--- config.mk ---
export PLATFORM = sky130hd
export DESIGN_NAME = ped_request
export DESIGN_NICKNAME = d
export VERILOG_FILES = /design/src/rtl/ped_request.sv
export SDC_FILE = /design/constraint.sdc
export NUM_CORES = 1
export LEC_CHECK = 0
export ABC_AREA = 1
export CAP_MARGIN = 20
export CORE_MARGIN = 1
export CORE_UTILIZATION = 60
export CTS_CLUSTER_DIAMETER = 200
export DETAILED_ROUTE_END_ITERATION = 7
export PLACE_DENSITY = 0.78
export SYNTH_ARGS = -nofsm -noshare
export SYNTH_HDL_FRONTEND = slang
export SYNTH_SLANG_ARGS = --single-unit
export TNS_END_PERCENT = 5
--- constraint.sdc ---
create_clock -name pin3_clk_16mhz -period 2.5 [get_ports pin3_clk_16mhz]
set_clock_uncertainty 0.05 [all_clocks]
set_input_delay 0.5 -clock pin3_clk_16mhz [delete_from_list [all_inputs] [get_ports pin3_clk_16mhz]]
set_output_delay 0.5 -clock pin3_clk_16mhz [all_outputs]
set_load 0.01 [all_outputs]
--- src/rtl/ped_request.sv ---
// rtl/ped_request.sv - pedestrian button synchroniser, debouncer and request/WAIT-lamp FSM
module ped_request #(
  parameter int DEBOUNCE_CYCLES   = 16000,
  parameter int BLINK_HALF_CYCLES = 8000000
) (
  input  logic pin3_clk_16mhz,
  input  logic rst_n,
  input  logic pin9_button,
  input  logic ped_ack,
  output logic ped_req,
  output logic pin10_wait_led
);

  localparam int DW = $clog2(DEBOUNCE_CYCLES);
  localparam int BW = $clog2(BLINK_HALF_CYCLES + 1);
  localparam logic [DW-1:0] DTERM = DW'(DEBOUNCE_CYCLES - 1);
  localparam logic [BW-1:0] BTERM = BW'(BLINK_HALF_CYCLES - 1);

  typedef enum logic [1:0] {
    IDLE    = 2'b00,
    PENDING = 2'b01,
    SERVED  = 2'b10
  } state_t;

  state_t        state, state_next;
  logic          s1, s2;
  logic          btn_db, btn_db_q;
  logic [DW-1:0] dcnt;
  logic [BW-1:0] bcnt;
  logic          blink_on;
  logic          press_evt;

  // Button is active-low, so a debounced falling edge is a fresh press.
  assign press_evt = btn_db_q & ~btn_db;

  always_ff @(posedge pin3_clk_16mhz) begin
    if (!rst_n) begin
      s1       <= 1'b1;
      s2       <= 1'b1;
      btn_db   <= 1'b1;
      btn_db_q <= 1'b1;
      dcnt     <= '0;
    end else begin
      s1       <= pin9_button;
      s2       <= s1;
      btn_db_q <= btn_db;
      if (s2 == btn_db) begin
        dcnt <= '0;
      end else if (dcnt == DTERM) begin
        btn_db <= s2;
        dcnt   <= '0;
      end else begin
        dcnt <= dcnt + 1'b1;
      end
    end
  end

  always_ff @(posedge pin3_clk_16mhz) begin
    if (!rst_n) begin
      state    <= IDLE;
      bcnt     <= '0;
      blink_on <= 1'b0;
    end else begin
      state <= state_next;
      if (state == IDLE && press_evt) begin
        bcnt     <= '0;
        blink_on <= 1'b1;
      end else if (state == PENDING) begin
        if (bcnt == BTERM) begin
          bcnt     <= '0;
          blink_on <= ~blink_on;
        end else begin
          bcnt <= bcnt + 1'b1;
        end
      end
    end
  end

  always_comb begin
    state_next     = IDLE;
    ped_req        = 1'b0;
    pin10_wait_led = 1'b0;
    case (state)
      IDLE: begin
        state_next = press_evt ? PENDING : IDLE;
      end
      PENDING: begin
        ped_req        = 1'b1;
        pin10_wait_led = blink_on;
        state_next     = ped_ack ? SERVED : PENDING;
      end
      SERVED: begin
        // Only a released button re-arms, so a held press cannot re-request.
        state_next = btn_db ? IDLE : SERVED;
      end
      default: begin
        state_next = IDLE;
      end
    endcase
  end

endmodule
# After elaboration in Yosys (flattened, before gate mapping)
# Cells that the tools add are included.
[word_totals] register_bits=44 input_bits=4 output_inout_bits=2 wordCells=38
[op_classes] n_addsub=2 eq_ne=5 mux=10 bitwise_logic=5 n_reduce_logical=8
[ops] operator="adder 23 x 1 -> 23 bit (second input constant)" count=1
[ops] operator="equality test 23 bit (second input constant)" count=1
[ops] operator="2-to-1 mux 23 bit" count=1
[ops] operator="adder 14 x 1 -> 14 bit (second input constant)" count=1
[ops] operator="equality test 14 bit (second input constant)" count=1
[ops] operator="2-to-1 mux 1 bit" count=6
[ops] operator="one-hot mux 2 bit (3 select lines)" count=1
[ops] operator="2-to-1 mux 2 bit" count=2
[ops] operator="inverter 1 bit" count=4
[ops] operator="AND reduction 2 bit" count=2
[ops] operator="nonzero test 2 bit" count=2
[ops] operator="OR reduction 3 bit" count=1
[ops] operator="equality test 2 x 1 -> 1 bit (second input constant)" count=1
[ops] operator="equality test 2 bit (second input constant)" count=1
[ops] operator="zero test 2 bit" count=1
[ops] operator="OR reduction 2 bit" count=1
[ops] operator="bitwise AND 1 bit" count=1
[ops] operator="equality test 1 bit" count=1
[ops] operator="logical AND 1 bit" count=1

# Depth between registers and ports, before layout
# Gate-level depths: netlist (run 1).
[depth] depth_word=5 mapped_depth=11 depth_no_buf=10

# Least setup slack after synthesis (run 1)
# OpenSTA, ideal clock, no wires.
[synth_path] path_kind="reg2reg" from="register bcnt[0]" to="register bcnt[22]" setup_ns=0.113 t_arrival_ns=1.308 t_required_ns=2.337 path_slack_ns=1.029 path_stages_with_launch=11 path_buffers=0 synth_period_minus_slack_ns=1.471 cell_sequence="dfxtp_1 -> ha_1 -> nand2_1 -> nor2_2 -> nand3_4 -> nor2_4 -> nand2_2 -> nand2_4 -> inv_4 -> nand2_1 -> nor2_1"
[synth_via] elab_chain_cells=2 word_cells_on_any_way=3 classes_between="add/sub: 1; eq/ne: 1; mux: 1"
[synth_rtl] item="from (decl)" line="29" text="logic [BW-1:0] bcnt;"
[synth_rtl] item="from (signal assigned)" line="73" text="bcnt <= bcnt + 1'b1;"
[synth_rtl] item="adder 23 x 1 -> 23 bit or equality test 23 bit (tied branches)" line="73, 69"
[synth_rtl] item="2-to-1 mux 23 bit *" line="69" text="if (bcnt == BTERM) begin"
# Mark *: on every way between the ends. The rest lies on a longest branch, timed or not.
# A chain may end at the register's enable or synchronous reset.

# Final worst setup path (run 1)
[layout_path] from="register state[0]" to="output ped_req"
[layout_via] elab_chain_cells=2
[layout_rtl] item="from (decl)" line="25" text="state_t state, state_next;"
[layout_rtl] item="from (signal assigned)" line="64" text="state <= state_next;"
[layout_rtl] item="equality test 2 x 1 -> 1 bit" line="83" text="case (state)"
[layout_rtl] item="2-to-1 mux 1 bit" line="83"
[layout_rtl] item="to (decl)" line="10" text="output logic ped_req,"
# No other way between the ends.

==> results of run 1 <==
layout make-up:
class	instances	area [um2]
inverter	38	145
clock buffer	6	51.3
sequential	44	881
tap	46	57.6
clock inverter	2	15.0
multi-input combinational	213	1080
timing repair buffer	5	50.0
fill	288	1080
power breakdown:
group	internal [uW]	leakage (uW)	switching, uW
Combinational	9.25	0.000493	14.3
Sequential	703	0.000355	0.841
Clock	136	0.0000305	235
Total	849	0.000879	250
registers in the layout, indices dropped and copies added (netlist names):
signal and cells:
bcnt 23, dcnt 14, state 2, blink_on 1
btn_db 1, btn_db_q 1, s1 1, s2 1
layer usage:
metal	track usage	vias to the layer above	routed length, um
met2	0.368	9	1640
met1	0.256	747	1720
met4	0.124	0	72
met3	0.0504	7	113
li1	-	940	-
met5	0	-	0
cell families (layout without fill, tap and decap cells):
group / Yosys count / in the layout / synth area share
buf+inv: 39 / 51 / 0.0710
flops: 44 / 44 / 0.417
compound gates: 18 / 18 / 0.0432
xor+xnor: 17 / 17 / 0.0705
fa+ha+maj: 2 / 2 / 0.0118
simple gates: 176 / 176 / 0.387
per-stage QoR:
| stage | total power, uW | setup WS, ps | hold slack (ps) |
|---|---|---|---|
| after floorplan | 734 | 1030 | 343 |
| after global placement | 743 | 707 | 348 |
| after detailed placement | 743 | 671 | 353 |
| after CTS | 1110 | 325 | 386 |
| after global routing | 1140 | 252 | 419 |
| final | 1100 | 349 | 381 |
layout by cell type (no fill, tap or decap):
master,n
nand3_4,1
a31oi_1,1
nand2_2,4
inv_1,33
o21ai_1,2
nand2_4,2
clkbuf_4,5
nand3_1,18
dfxtp_1,44
nor2_1,57
nor3_2,1
inv_4,1
inv_2,4
o21ai_0,3
and2_1,1
or2_0,1
xnor2_1,4
xor2_1,13
nor2_8,1
nand2_1,66
ha_1,2
nor3_1,7
a21oi_1,12
nand3b_1,1
nor2_2,3
clkbuf_8,1
clkdlybuf4s50_1,5
clkinvlp_4,2
or2_2,4
nand4_1,6
nor2_4,3
path summary, 6_finish.rpt:
check	start	to	slack [ps]	cells past startpoint
setup / recovery	state[0]	ped_req	350	3
hold / removal	s1	s2	380	1
setup reg to reg	dcnt[0]	dcnt[9]	850	10
hold reg to reg	s1	s2	380	1
==> reports/results.txt, run 1 <==
Post-synthesis cell area -> 0.00211 mm2
Final Max Slew Viols -> 0
DR DRC count -> 0
Vias per cell -> 4.81
Worst slew pin tran -> 379 ps
Synth async-reset ratio -> 0
FMAX -> 465 MHz
Htree depth -> 2
Io pins -> 6
DRT Wirelength -> 3.54 mm
PD cells -> 481 mW/mm2
Cells after DPL -> 346
Final hold violations -> 0
Critical path buffers and inverters -> 2
Peak supply drop -> 0.000348 V
CTS tree -> built
Core Util, Final -> 0.679
Fin crit period -> 2150 ps
Vias in the first global route -> 1526
Worst Setup Start Kind -> flop
DIE WIDTH -> 61.3 um
Die Y -> 61.3 um
TNS Setup -> 0 ps
Clock transition at the registers of the reported paths -> 130 ps
CTS buffer count -> 5
Min-delay worst type -> flop to flop
Overflow after GRT -> 0
DRT iter0 DRCs -> 99
Synth cell count leaders -> nand2_1 (66), nor2_1 (57), dfxtp_1 (44)
GRT Overall Usage -> 0.218
Hold_buf cts -> 0
Clock Latency Late Sink -> 370 ps
Crit end category -> output port
CP top delay family -> buffers and inverters
Area of the die -> 0.00376 mm2
Clk buf depth -> 2
RSZ-0062 raised after global routing -> false
Max_slew headroom -> 0.747
Avg Cell Area, Syn -> 7.14 um2
Critical path's slowest cell -> clkdlybuf4s50_1
Number of post-CTS setup repair buffers -> 0
Crit path required time -> 1950 ps
Initial antenna violation count -> 0
Sequential element share of the synthesized area -> 0.417
Critical path type -> flop to output port
Final Cell Area -> 0.00228 mm2
Number of library cell types mapped by synthesis -> 28
Syn Inst Count -> 296
EDFF count, synth -> 0
Crit-path max cell delay -> 590 ps
#FFs+latches synth -> 44
Yosys top cell area share -> 0.417
Clk sinks -> 44
Core region area -> 0.00336 mm2
# diodes -> 0
CP max FO -> 8
Top post-synthesis cells by area -> dfxtp_1 (42%), nand2_1 (12%), nor2_1 (10%), inv_1 (5.9%), xor2_1 (5.4%)
Status -> completed
Hpwl dp -> 2.66 mm
Final cell count without fillers -> 354
Most numerous cell in the Yosys netlist -> nand2_1
Synth warn -> 0
Period Utilization, post-route -> 0.860
Largest net degree at the start of global routing -> 15
CTS Root Cell -> clkbuf_4
WL/cell -> 9.99 um
Post_cts resized -> 0
Area leader, netlist -> dfxtp_1
Max cap viols -> 0
Routed Antenna Nets -> 0
DP Area -> 0.00222 mm2
Top FF cell, synth -> dfxtp_1
Drt first pass iters -> 4
GPL Wtd Cong -> 0.799
Share of cells above drive strength 1 -> 0.104
Crit path cell chain -> inv_2, nor2_4, clkdlybuf4s50_1
First-pass GRT wire length -> 5.93 mm
Final setup viols -> 0
Synthesized Nets -> 302
Layout Nets -> 313
Vias after detailed routing -> 1703
Syn-to-layout area delta -> 7.99%
Port bufs -> 5
CP Data Arrival Time -> 1600 ps
Lkg Pwr -> 0.000879 uW
Initial Util -> 0.628
FP Rows -> 21
No activity file was read; power rests on OpenSTA's default activity.
==> run 2: changes to the inputs <==
SETUP_SLACK_MARGIN = 0.02   (was not set)
==> results of run 2 <==
No change in the layout: final DEF, timing and power equal those of run 1.
==> run 3: changes to the inputs <==
CORE_MARGIN = 5   (was 1)
HOLD_SLACK_MARGIN = 0.03   (was not set)
clock period = 2.6 ns   (was 2.5 ns; I/O delays follow)
==> reports/results.txt, run 3 (synthesized netlist as in run 1, its figures left out) <==
Hold path depth -> 1 (unchanged)
Filler cells -> 297 (was 288)
Crit Reg-Reg Endpoint -> dcnt[10] (was dcnt[9])
CP max FO -> 8 (unchanged)
Max cap viols -> 0 (unchanged)
Core Util, Final -> 0.686 (was 0.679)
Status -> completed (unchanged)
RSZ-0062 raised after global routing -> false (unchanged)
DRT Wirelength -> 3.71 mm (was 3.54 mm)
PD cells -> 500 mW/mm2 (was 481 mW/mm2)
DR DRC count -> 0 (unchanged)
Reg-to-Reg Start -> dcnt[0] (unchanged)
DIE WIDTH -> 69.3 um (was 61.3 um)
First-pass GRT wire length -> 6.76 mm (was 5.93 mm)
Largest net degree at the start of global routing -> 15 (unchanged)
Worst R2R Path Depth -> 10 (unchanged)
Final Max Slew Viols -> 0 (unchanged)
Die Y -> 69.3 um (was 61.3 um)
Routed Antenna Nets -> 0 (unchanged)
Most frequent cells in the layout -> nand2_1 (66), nor2_1 (57), dfxtp_1 (44) (unchanged)
Overflow after GRT -> 0 (unchanged)
Crit path required time -> 2030 ps (was 1950 ps)
Final setup viols -> 0 (unchanged)
Initial antenna violation count -> 0 (unchanged)
Max_slew headroom -> 0.738 (was 0.747)
Clock Latency Late Sink -> 370 ps (about the same)
Reg2reg setup slack -> 920 ps (was 850 ps)
Core region area -> 0.00336 mm2 (unchanged)
Share of cells above drive strength 1 -> 0.104 (unchanged)
WL/cell -> 10.5 um (was 9.99 um)
TNS Setup -> 0 ps (unchanged)
Lkg Pwr -> 0.000897 uW (was 0.000879 uW)
Largest register FFs -> 23 (unchanged)
Period Utilization, post-route -> 0.833
Worst slew pin tran -> 392 ps (was 379 ps)
Peak supply drop -> 0.000339 V (was 0.000348 V)
Biggest regs -> bcnt (23), dcnt (14), state (2) (unchanged)
Io pins -> 6 (unchanged)
Vias per cell -> 4.88 (was 4.81)
CTS tree -> built (unchanged)
# diodes -> 0 (unchanged)
Port bufs -> 5 (unchanged)
Number of post-CTS setup repair buffers -> 0 (unchanged)
Commonest non-fill, non-tap cell in the layout -> nand2_1 (unchanged)
Min-delay worst type -> flop to flop (unchanged)
Clock transition at the registers of the reported paths -> 130 ps (about the same)
Clk sinks -> 44 (unchanged)
CTS buffer count -> 5 (unchanged)
GRT Overall Usage -> 0.173 (was 0.218)
HP Start -> s1 (unchanged)
Crit end category -> output port (unchanged)
Clk buf depth -> 2 (unchanged)
Syn-to-layout area delta -> 9.12% (was 7.99%)
Vias after detailed routing -> 1728 (was 1703)
DRT iter0 DRCs -> 106 (was 99)
Fin crit period -> 2170 ps
Largest register by flop count -> bcnt (unchanged)
Layout Nets -> 313 (unchanged)
CP Data Arrival Time -> 1600 ps (about the same)
Worst Setup Start Kind -> flop (unchanged)
Critical path type -> flop to output port (unchanged)
FP Rows -> 21 (unchanged)
Hpwl dp -> 2.77 mm (was 2.66 mm)
Area of the die -> 0.00481 mm2 (was 0.00376 mm2)
GPL Wtd Cong -> 0.837 (was 0.799)
Vias in the first global route -> 1646 (was 1526)
Htree depth -> 2 (unchanged)
Post_cts resized -> 0 (unchanged)
Worst Hold End -> s2 (unchanged)
Drt first pass iters -> 4 (unchanged)
Final hold violations -> 0 (unchanged)
FMAX -> 462 MHz
Hold_buf cts -> 0 (unchanged)
CTS Root Cell -> clkbuf_4 (unchanged)
Initial Util -> 0.628 (unchanged)
==> run 3: changes by cell type in the layout (fill, tap and decap cells not counted) <==
| cell | delta |
|---|---|
| bufinv_16 | +1 |
| clkinv_4 | +1 |
| clkinvlp_4 | -2 |
==> run 3: cell type report <==
class                      instances  area, um2  area share
multi-input combinational        213       1080       0.469
sequential                        44        881       0.382
inverter                          38        145      0.0629
tap                               46       57.6      0.0250
clock buffer                       6       51.3      0.0222
timing repair buffer               5       50.0      0.0217
clock inverter                     2       38.8      0.0168
==> run 3: routing by layer <==
layer / routed length (um) / vias to the layer above / global-route usage
met2: 1770 / 17 / 0.285
met1: 1710 / 766 / 0.205
met5: 0 / - / 0
met3: 136 / 8 / 0.0435
li1: - / 937 / -
met4: 88 / 0 / 0.0933
==> run 3: report_power, final <==
part | total [uW] | switching, uW | internal, uW
clock network | 454 | 223 | 230
logic | 22.4 | 13.6 | 8.89
registers | 677 | 0.838 | 676
==> run 3: worst max path at each step <==
stage	from	to	slack [ps]	cells past startpoint
5_1_grt	state[0]	ped_req	350	3
6_report	state[0]	ped_req	430	3
2_1_floorplan	bcnt[0]	bcnt[22]	1130	10
4_1_cts	state[0]	ped_req	410	3
3_3_place_gp	rst_n	dcnt[2]	810	5
3_5_place_dp	rst_n	dcnt[7]	770	5
==> run 3: worst max-delay path: stages (launching register included) <==
cell and delay, ps:
dfxtp_1 380, inv_2 70, nor2_4 190, clkdlybuf4s50_1 580
==> run 3: metrics by stage <==
stage / hold slack [ps] / std cells / worst slack, ps / area (um2) / power (uW)
after floorplan: 343 / 296 / 1130 / 2110 / 706
after global placement: 347 / 346 / 814 / 2220 / 714
after detailed placement: 355 / 346 / 767 / 2220 / 715
after CTS: 386 / 354 / 405 / 2310 / 1170
after global routing: 400 / 354 / 354 / 2310 / 1200
final: 380 / 354 / 434 / 2310 / 1150
==> edit 1, RTL diff (settings of run 3) <==
Change the parameter `DEBOUNCE_CYCLES` from 16000 to 8000.
--- a/src/rtl/ped_request.sv
+++ b/src/rtl/ped_request.sv
@@ -1,6 +1,6 @@
 // rtl/ped_request.sv - pedestrian button synchroniser, debouncer and request/WAIT-lamp FSM
 module ped_request #(
-  parameter int DEBOUNCE_CYCLES   = 16000,
+  parameter int DEBOUNCE_CYCLES   = 8000,
   parameter int BLINK_HALF_CYCLES = 8000000
 ) (
   input  logic pin3_clk_16mhz,
Check against the original RTL: no difference found for any inputs over 10 cycles, from zero or initial values and one cycle with rst_n low; that may be too few to reach the edited logic, so the function may still have changed.
==> edit 1 against run 3 <==
- sequential cell count down 1
- clock power down 26%
- maximum frequency up 0.82%
- final area up 0.87%
- highest routed layer unchanged
- critical path type unchanged
- largest cell class unchanged
- setup slack better by 18 ps
- synthesized cell count up 1.0%
- largest power group unchanged
- via count up 5.8%
- synthesized area up 2.5%
- global-route usage down 0.061 points
- total power down 11%
- wire length up 8.3%
- combinational power up 4%
==> edit 1: results <==
[placed_design]
dp_cells = 349
gp_congestion = 0.8300
placement.io_buffers = 5
dpl_cell_area_mm2 = 0.002270
hpwl_um = 2959
dp_slack_ps = 541.1

[pwr]
p_sw_frac = 0.2219
seq_cell_power_uw = 661
total_leakage_power_nw = 0.8995
vdd_drop_max_mv = 0.3689
p_comb_uw = 23.3
total_power_mw = 1.022

[finish]
multi_input_area_share = 0.5003
buf_share = 0.02152
final_cells = 356
design.seq.count = 43
multi_input_area_mm2 = 0.001164
sh_seq_area = 0.3701
n_all_buffers = 5
nMultiInputCombCells = 219
top_regs = "bcnt (23), dcnt (13), state (2)"
n_all_inverters = 36
fill_cells = 300
clkCellAreaFrac = 0.02421
fin_nets = 316
drive_above_1_share = 0.1323

[routing]
wl_per_cell_um = 11.29
dr.pass1.iters = 5
dr_wl_met3_um = 164
wl_met2_um = 1867
drt_iter0_markers = 114
vias_per_cell = 5.135
wl_met1_um = 1919

[cts]
cts_buffers = 5
clk_pin_slew_ps = 120
clock_latency_ps = 350

[global_route]
use_met3 = 0.04735
track_usage = 0.1723
grt_pass1_vias = 1586
grt_max_degree = 14
grtUsageMet2 = 0.2760
grt_pass1_wl_um = 6844
grt_antenna_before_repair = 0
use_met1 = 0.2225

[synthesis]
yosys-top-cells-count = "64 x nand2_1, 52 x nor2_1, 43 x dfxtp_1, 30 x inv_1, 20 x nand3_1"
async_reset_ff_frac = 0
synthCells = 299
ys_types = 32
synth.avg_cell_area_um2 = 7.248
synth.area.top_cells = "dfxtp_1 40%, nand2_1 11%, nor2_1 9.0%"
syn-num-nets = 305
synth-seq-area-share = 0.3972

[sta]
worst_pin_slew_ps = 492.0

[outcome]
outcome = "finished clean"

[critical_path]
critical-path-top-delay-family = "buffers and inverters"
path_max_fanout = 7
arrival_ps = 1580
cpPeakStageDelay_ps = 540
edit 1: changes by cell type after synthesis, moves of 2 or more:
cell,change
nor2_2,-2
nand2_1,-2
nor2_1,-5
nor3_1,+2
nand2_4,+2
nand3_1,+2
xor2_1,-6
or2_2,+4
inv_1,-3
nor3_2,+2
a21oi_1,+3
edit 1: path summary, 6_finish.rpt:
kind / startpoint / to / cells past startpoint / slack (ps)
hold / removal: s1$_SDFF_PN1_ / s2$_SDFF_PN1_ / 1 / 380
setup reg to reg: dcnt[0]$_SDFF_PP0_ / dcnt[9]$_SDFF_PP0_ / 6 / 890
setup / recovery: state[1]$_SDFF_PN0_ / pin10_wait_led / 4 / 450
hold reg to reg: s1$_SDFF_PN1_ / s2$_SDFF_PN1_ / 1 / 380
edit 1: cells by family after synthesis:
family	count (synthesis)	share of synthesized area
buf+inv	37	0.06582
simple gates	183	0.4250
compound gates	23	0.05601
fa+ha+maj	2	0.01155
xor+xnor	11	0.04446
flops	43	0.3972
==> edit 2, RTL diff (settings of run 3) <==
Without the edit above. Register the input `pin9_button` before use, without a reset. The logic sees it one clock later. The other inputs are not delayed to match.
--- a/src/rtl/ped_request.sv
+++ b/src/rtl/ped_request.sv
@@ -22,6 +22,12 @@
     SERVED  = 2'b10
   } state_t;
 
+  logic pin9_button_q;
+
+  always_ff @(posedge pin3_clk_16mhz) begin
+    pin9_button_q <= pin9_button;
+  end
+
   state_t        state, state_next;
   logic          s1, s2;
   logic          btn_db, btn_db_q;
@@ -41,7 +47,7 @@
       btn_db_q <= 1'b1;
       dcnt     <= '0;
     end else begin
-      s1       <= pin9_button;
+      s1       <= pin9_button_q;
       s2       <= s1;
       btn_db_q <= btn_db;
       if (s2 == btn_db) begin
Formal check against the unedited RTL: no difference found for any inputs over 10 cycles, from zero or initial values and one cycle with rst_n low; that may be too few to reach the edited logic, so the function may still have changed.
==> edit 2 against run 3 <==
- total power down 6.2%
- count of clock-buffer cells in the layout did not move
- first-iteration DRC count rose by 26%
- largest cell class unchanged
- synthesized area grew 0.95%
- setup slack gained 25 ps
- critical endpoint unchanged
- final area barely moved
- wire length is 3.9% lower
- cell count is 0.28% higher
- critical path type unchanged
- sequential cell count up 1
==> edit 2: results <==
[synthesis]
yosys-top-cells-count = "66 x nand2_1, 57 x nor2_1, 45 x dfxtp_1, 33 x inv_1, 18 x nand3_1"
synth-seq-area-share = 0.4223
synthCells = 297
synth.area.top_cells = "dfxtp_1 42%, nand2_1 12%, nor2_1 10%"

[critical_path]
arrival_ps = 1570
rrSetupSlack_ps = 940
rr_endpoint = "bcnt[18]$_SDFFE_PP0N_"
reg2reg_from = "bcnt[0]$_SDFFE_PP0N_"

[routing]
routed_wirelength_um = 3565
wl_met1_um = 1721
dr_wl_met3_um = 105
wl_met2_um = 1689
drt_iter0_markers = 134
vias = 1724

[global_route]
track_usage = 0.1661
use_met1 = 0.2046
use_met3 = 0.04203
grtUsageMet2 = 0.2818
grt_max_degree = 16
grt_pass1_wl_um = 6741

[placed_design]
dp_cells = 347

[sta]
max_slew_margin = 0.7472
hold_slack_ps = 380.9

[finish]
drive_above_1_share = 0.1036
final_cells = 355
fin_nets = 314

[pwr]
vdd_drop_max_mv = 0.3694
total_leakage_power_nw = 0.8954

[outcome]
outcome = "finished clean"

[cts]
ctsResizeCount = 0
edit 2: changes by cell type after synthesis, sizes merged:
cell and change:
dfxtp +1
edit 2: worst max path at each step:
stage,from,end,slack (ps),cells past startpoint
after floorplan,bcnt[0]$_SDFFE_PP0N_,bcnt[22]$_SDFFE_PP0N_,1130,10
after global placement,rst_n,dcnt[2]$_SDFF_PP0_,790,5
after detailed placement,rst_n,dcnt[2]$_SDFF_PP0_,750,5
after CTS,state[0]$_SDFF_PN0_,ped_req,430,3
after global routing,state[0]$_SDFF_PN0_,ped_req,380,3
final,state[0]$_SDFF_PN0_,ped_req,460,3
edit 2: worst register-to-register path, stage by stage, from the launching register on:
cell and delay [ps]:
dfxtp_1 400, ha_1 180, nand2_1 70, nor2_2 180
nand3_4 160, nor2_4 140, nand2_2 90, nand2_4 130
inv_4 70, nand2_1 60, nor2_1 40
edit 2: cells by family (layout without fill, tap and decap cells):
logic type	after synthesis	count (layout)	share of synthesized area
buffers and inverters	39	51	0.07038
DFF	45	45	0.4223
xor gates and xnor gates	17	17	0.06979
adders and majority gates	2	2	0.01173
AOI/OAI and AO/OA	18	18	0.04282
and+or+nand+nor	176	176	0.3830
edit 2: area by class of cell:
type	instances	area [µm²]
clock buffers	6	51.30
fillers	285	1085
multi-input cells	213	1082
clock inverters	2	17.52
well taps	46	57.56
flip-flops and latches	45	900.9
inverters	38	145.1
repair buffers	5	50.05
edit 2: through the flow:
stage                 util  worst slack (ps)  area (µm²)
finish              0.6800             458.6        2305
global route        0.6800             377.7        2305
CTS                 0.6800             425.9        2305
detailed placement  0.6597             754.5        2236
global placement    0.6597             789.2        2236
floorplan                -              1129        2133
edit 2: power breakdown:
part	internal [mW]	switching, mW	total (mW)
clock network	0.137	0.228	0.365
registers	0.692	0.000962	0.693
logic	0.00891	0.0138	0.0227
